==> src/rtl/fa_4bit_st.sv <==
// 4-bit structural ripple-carry adder built from half-adder based full-adder
// cells, with a registered copy of sum, carry-out and signed overflow.
module fa_4bit_st_ha (
  input  logic a,
  input  logic b,
  output logic s,
  output logic c
);
  assign s = a ^ b;
  assign c = a & b;
endmodule

module fa_4bit_st_cell (
  input  logic a,
  input  logic b,
  input  logic ci,
  output logic s,
  output logic co
);
  logic s0;
  logic c0;
  logic c1;

  fa_4bit_st_ha u_ha0 (.a(a),  .b(b),  .s(s0), .c(c0));
  fa_4bit_st_ha u_ha1 (.a(s0), .b(ci), .s(s),  .c(c1));

  assign co = c0 | c1;
endmodule

module fa_4bit_st (
  output logic [3:0] s,
  output logic       cout,
  input  logic [3:0] a,
  input  logic [3:0] b,
  input  logic       cin,
  input  logic       clk,
  input  logic       rst_n,
  output logic       ovf,
  output logic [3:0] s_q,
  output logic       cout_q,
  output logic       ovf_q
);
  logic [4:0] c;

  assign c[0] = cin;

  genvar i;
  generate
    for (i = 0; i < 4; i++) begin : g_cell
      fa_4bit_st_cell u_cell (
        .a  (a[i]),
        .b  (b[i]),
        .ci (c[i]),
        .s  (s[i]),
        .co (c[i+1])
      );
    end
  endgenerate

  // Signed overflow: carry into the sign bit differs from carry out of it.
  assign cout = c[4];
  assign ovf  = c[3] ^ c[4];

  always_ff @(posedge clk or negedge rst_n) begin
    if (!rst_n) begin
      s_q    <= 4'b0000;
      cout_q <= 1'b0;
      ovf_q  <= 1'b0;
    end else begin
      s_q    <= s;
      cout_q <= cout;
      ovf_q  <= ovf;
    end
  end
endmodule

==> config.mk <==
export PLATFORM = sky130hd
export DESIGN_NAME = fa_4bit_st
export DESIGN_NICKNAME = d
export VERILOG_FILES = /design/src/rtl/fa_4bit_st.sv
export SDC_FILE = /design/constraint.sdc
export NUM_CORES = 1
export LEC_CHECK = 0
export CORE_AREA = 2 2 39 41
export CTS_BUF_LIST = sky130_fd_sc_hd__clkbuf_2
export DETAILED_ROUTE_END_ITERATION = 7
export DIE_AREA = 0 0 41 43
export GPL_TIMING_DRIVEN = 0
export PLACE_DENSITY = 0.67
export SLEW_MARGIN = 40
export SYNTH_ARGS = -nofsm -noshare
export SYNTH_HDL_FRONTEND = slang
export SYNTH_SLANG_ARGS = --single-unit
==> constraint.sdc <==
create_clock -name clk -period 2.85 [get_ports clk]
set_clock_uncertainty 0.05 [all_clocks]
set_input_delay 0.57 -clock clk [delete_from_list [all_inputs] [get_ports clk]]
set_output_delay 0.57 -clock clk [all_outputs]
set_load 0.01 [all_outputs]
Word level (Yosys, flattened, before mapping)
Index checks and enable logic that the tools add are counted.
{"block": "classes", "n_bitwise": 21}
{"cell": "1-bit bitwise XOR", "count": 9}
{"cell": "1-bit bitwise AND", "count": 8}
{"cell": "1-bit bitwise OR", "count": 4}
{"block": "totals", "reg_bits": 6, "inputBits": 11, "output_inout_bits": 12, "wordCells": 24}

Logic depth before layout (Yosys ltp)
Gate-level depths: netlist of the first run.
{"block": "logic_depth", "depth_word": 10, "depth_mapped": 9}

By module
From an unflattened synthesis of the first run, not the netlist that was laid out.
{"block": "hier_totals", "cells_unflattened": 19, "hier_area_um2": 284.0}
{"mod": "fa_4bit_st", "instances": 1, "cells_per_inst": 7, "area_per_inst_um2": 158.9}
{"mod": "fa_4bit_st_ha", "instances": 8, "cells_per_inst": 1, "area_per_inst_um2": 12.5}
{"mod": "fa_4bit_st_cell", "instances": 4, "cells_per_inst": 1, "area_per_inst_um2": 6.3}

Worst setup path after synthesis of the first run
No wires, ideal clock.
{"block": "synth_timing", "path_type": "input port to output port", "startpoint": "input a[0]", "endpoint": "output s[3]", "arrival_time_ps": 2242, "slack_ps": -12, "stages": 9, "path_buffers": 1, "cell_sequence": "inv_1 -> fa_1 -> inv_1 -> fa_1 -> fa_1 -> inv_1 -> fa_1 -> inv_1 -> buf_4"}
{"block": "synth_via", "elab_chain_len": 8, "word_cells_on_any_way": 9, "cone_classes": "bitwise (9)"}
{"item": "start: declaration", "line_no": "33", "source": "input logic [3:0] a,"}
{"item": "1-bit bitwise XOR", "line_no": "9", "source": "assign s = a ^ b;"}
{"item": "1-bit bitwise AND", "line_no": "10", "source": "assign c = a & b;"}
{"item": "1-bit bitwise OR *", "line_no": "27", "source": "assign co = c0 | c1;"}
{"item": "1-bit bitwise AND *", "line_no": "10"}
{"item": "1-bit bitwise OR *", "line_no": "27"}
{"item": "1-bit bitwise AND *", "line_no": "10"}
{"item": "1-bit bitwise OR *", "line_no": "27"}
{"item": "1-bit bitwise XOR *", "line_no": "9"}
{"item": "end: declaration", "line_no": "31", "source": "output logic [3:0] s,"}
Mark *: on every way between the ends. The rest lies on a longest branch, timed or not.

Final worst setup path of the first run
{"block": "layout_timing", "startpoint": "input b[0]", "endpoint": "output s[3]"}
{"block": "layout_via", "elab_chain_len": 8, "word_cells_on_any_way": 9, "cone_classes": "bitwise (9)"}
{"item": "start: declaration", "line_no": "34", "source": "input logic [3:0] b,"}
{"item": "1-bit bitwise XOR", "line_no": "9"}
{"item": "1-bit bitwise AND", "line_no": "10"}
{"item": "1-bit bitwise OR *", "line_no": "27"}
{"item": "1-bit bitwise AND *", "line_no": "10"}
{"item": "1-bit bitwise OR *", "line_no": "27"}
{"item": "1-bit bitwise AND *", "line_no": "10"}
{"item": "1-bit bitwise OR *", "line_no": "27"}
{"item": "1-bit bitwise XOR *", "line_no": "9"}
Marked as above.

==> out/qor.txt, run 1 <==
Cell Rows: 14
Number of distinct library cells after synthesis: 5
Failing checks: setup timing
Static power due to leakage: 0.290 nW
Initial core utilization: 22.2%
Most used standard cell by instance count after synthesis: sky130_fd_sc_hd__inv_1
Area inside the core boundary: 0.00138 mm^2
Worst hold path type: input pin to asynchronous set/reset pin
Number of global-route vias before repair: 220
Cell area after technology mapping: 307 um^2
Compound-gate portion of the synthesized area: 0%
Dominant register cell in the synthesized netlist: sky130_fd_sc_hd__dfrtp_1
Required time at the worst-slack endpoint: 2230 ps
Total global-route track usage: 6.90%
Average vias per placed instance: 3.38
Critical Path Start: b[0]
Post-Synthesis Net Count: 40
Num CTS Buffers: 3
Routed length on met2: 299 um
Min cycle time layout: 2920 ps
Weighted congestion at the end of routability-driven global placement: 0.613
Pin count of the biggest net entering global routing: 7
Routed length on met3: 39 um
Clock-pin slew reported for the worst setup and hold paths after clock tree synthesis: 50 ps
Number of max-cap violations: 0
Area delta synth->final: 92.7%
Iteration-0 DRC Markers: 0
Number of hold-repair buffers added at the cts stage: 0
Final Non-Filler Cells: 68
Portion of synthesized cell area occupied by the leading cell type: 49.0%
Area used by multi-input combinational logic: 106 um^2
Slew margin rel.: 83.4%
Number of endpoints failing setup at the final stage: 2
Mean instance size in the synthesized netlist: 12.3 um^2
Register area share after synthesis: 49.0%
Fin crit share: 102%
IO Port Bufs: 22
Estimated wirelength of the detail-placed design: 442 um
H-tree levels: 1
Mux cell area share after synthesis: 0%
Area of all sequential standard cells: 150 um^2
Final-report hold violation count: 0
First-pass GRT wire length: 765 um
Crit Path Max Fanout: 2
TritonCTS clock tree: yes
Result of the run: finished, violations left
Number of antenna violations at the first check in global routing: 0
Simple logic cell fraction of the synthesized area: 0%
Data arrival at the endpoint of the critical path: 2300 ps
Final Max Tran Viols: 0
Most area-hungry cell type in the Yosys netlist: sky130_fd_sc_hd__dfrtp_1
Bufs on Longest Clock Path: 2
I/O pin count: 23
Cell Pwr Density: 496 mW/mm^2
Number of enable flip-flop cells after synthesis: 0
Die Y: 43 um
Type of element launching the critical path: input pin
Number of clock sinks seen by CTS: 6
Drt total wl: 499 um
Net count of the finished layout: 69
M1 WL: 160 um
Final Cell Area: 591 um^2
Worst Setup End Kind: output pin
Ranking of synthesized cells by area: sky130_fd_sc_hd__dfrtp_1 (49%), sky130_fd_sc_hd__fa_1 (26%), sky130_fd_sc_hd__inv_1 (12%)
Post-route DRC violation count: 0
Layout cells sized above 1: 51.9%
Fin util: 42.7%
Worst setup margin: -68.6 ps
Synthesized instance count: 25
Maximum achievable frequency: 343 MHz
Critical Setup Path Class: input pin to output pin
Top metal layer carrying routed signals: met3
Average wire per standard cell: 7.34 um
Initial DRT Pass Iterations: 1
CTS Root Cell: sky130_fd_sc_hd__clkbuf_2
Number of cells in the design after placement: 63
Cell area after placement: 549 um^2
Post-detailed-route count of antenna-violating nets: 0
Fraction of the mapped netlist area in adder cells: 26.1%
Setup repair after global routing missed its margin: true
Sum of overflow across all layers after global routing: 0
Number of warnings reported in the yosys synthesis log: 0
Die extent in x: 41 um
FF+latch count, synth: 6
Total Die Area: 0.00176 mm^2
Antenna Cells: 0
Largest family of logic cells by synthesized area: adder cells
Filler cell count: 149
Share of flip-flops with an asynchronous set or reset: 100%
Post-Route Setup TNS: -98.0 ps
Top cell types by occurrence after synthesis: sky130_fd_sc_hd__inv_1 (10), sky130_fd_sc_hd__dfrtp_1 (6), sky130_fd_sc_hd__buf_4 (4), sky130_fd_sc_hd__fa_1 (4), sky130_fd_sc_hd__xnor2_1 (1)
Overall via count from detail_route: 230
Post-Synth XOR/XNOR Area: 2.86%
Tightest Pin Transition: 248 ps
Worst IR Drop VDD: 157 uV
Hold Slack: 541 ps
==> where the power goes <==
group / internal (W) / switching (W) / leakage, nW
Sequential: 0.0000995 / 0.00000295 / 0.0699
Clock: 0.0000284 / 0.0000260 / 0.0125
Combinational: 0.0000862 / 0.0000497 / 0.207
Total: 0.000214 / 0.0000787 / 0.290
==> registers in the layout (all words and copies together) (netlist names) <==
signal  flops
s_q         4
ovf_q       1
cout_q      1
==> area by class of cell <==
| cell class | count | area share [%] |
|---|---|---|
| Buffer | 3 | 3.81 |
| Timing Repair Buffer | 25 | 39.6 |
| Tap cell | 16 | 3.39 |
| Sequential cell | 6 | 25.4 |
| Multi-Input combinational cell | 5 | 18.0 |
| Inverter | 10 | 7.20 |
| Clock buffer | 3 | 2.54 |
==> per-stage QoR <==
| step | total power, W | worst slack, ps |
|---|---|---|
| 5_1_grt | 0.000314 | -127 |
| 6_report | 0.000293 | -68.6 |
| 4_1_cts | 0.000296 | -145 |
| 2_1_floorplan | 0.000156 | 36.8 |
| 3_3_place_gp | 0.000232 | -977 |
| 3_5_place_dp | 0.000232 | -974 |
==> placed cells by master (no fill, tap or decap), drive strengths merged <==
master          n
clkdlybuf4s50  13
buf            12
inv            10
dfrtp           6
fa              4
clkbuf          3
dlygate4sd2     3
xnor2           1
==> kinds of logic after synthesis <==
| logic type | Yosys count |
|---|---|
| XOR/XNOR | 1 |
| adder cells (fa/ha/maj) | 4 |
| buffers and inverters | 14 |
| flip-flops | 6 |
==> critical path, stage by stage <==
cell                    delay, ps
sky130_fd_sc_hd__buf_6         90
sky130_fd_sc_hd__inv_4         40
sky130_fd_sc_hd__fa_2         190
sky130_fd_sc_hd__inv_2         40
sky130_fd_sc_hd__fa_2         330
sky130_fd_sc_hd__fa_2         380
sky130_fd_sc_hd__inv_2         70
sky130_fd_sc_hd__fa_2         420
sky130_fd_sc_hd__inv_2         70
sky130_fd_sc_hd__buf_6         90
==> worst max-delay path by stage <==
stage          endpoint  cells past startpoint
2_1_floorplan      s[3]                      9
3_3_place_gp        ovf                     10
3_5_place_dp        ovf                     10
4_1_cts            s[3]                     10
5_1_grt            s[3]                     10
6_report           s[3]                     10
==> per-layer routing <==
metal | vias to the layer above | global-route usage (%)
met4 | 0 | 10.0
met5 | - | 0
li1 | 116 | -
met1 | 100 | 6.67
met2 | 14 | 10.3
met3 | 0 | 0
==> repair_timing <==
item | 4_1_cts | 5_1_grt
buffers inserted | 2 | 1
resized for setup | 40 | 1
pin swaps | 5 | 5
setup endpoints to repair | 5 | 4
gates cloned | 0 | 0
Note: power is estimated with default switching activity, not from simulation.
==> inputs of run 2 (changes only) <==
--- a/config.mk
+++ b/config.mk
@@ -7,9 +7,11 @@
 export LEC_CHECK = 0
 export CORE_AREA = 2 2 39 41
 export CTS_BUF_LIST = sky130_fd_sc_hd__clkbuf_2
+export CTS_CLUSTER_SIZE = 20
 export DETAILED_ROUTE_END_ITERATION = 7
 export DIE_AREA = 0 0 41 43
 export GPL_TIMING_DRIVEN = 0
+export MAX_ROUTING_LAYER = met4
 export PLACE_DENSITY = 0.67
 export SLEW_MARGIN = 40
 export SYNTH_ARGS = -nofsm -noshare
==> results of run 2 <==
No change in the layout: final DEF, timing and power equal those of run 1.
Among the figures that moved: final weighted congestion in routability-driven placement 0.613 -> 0.617; overall routing resource usage 6.90% -> 7.08%
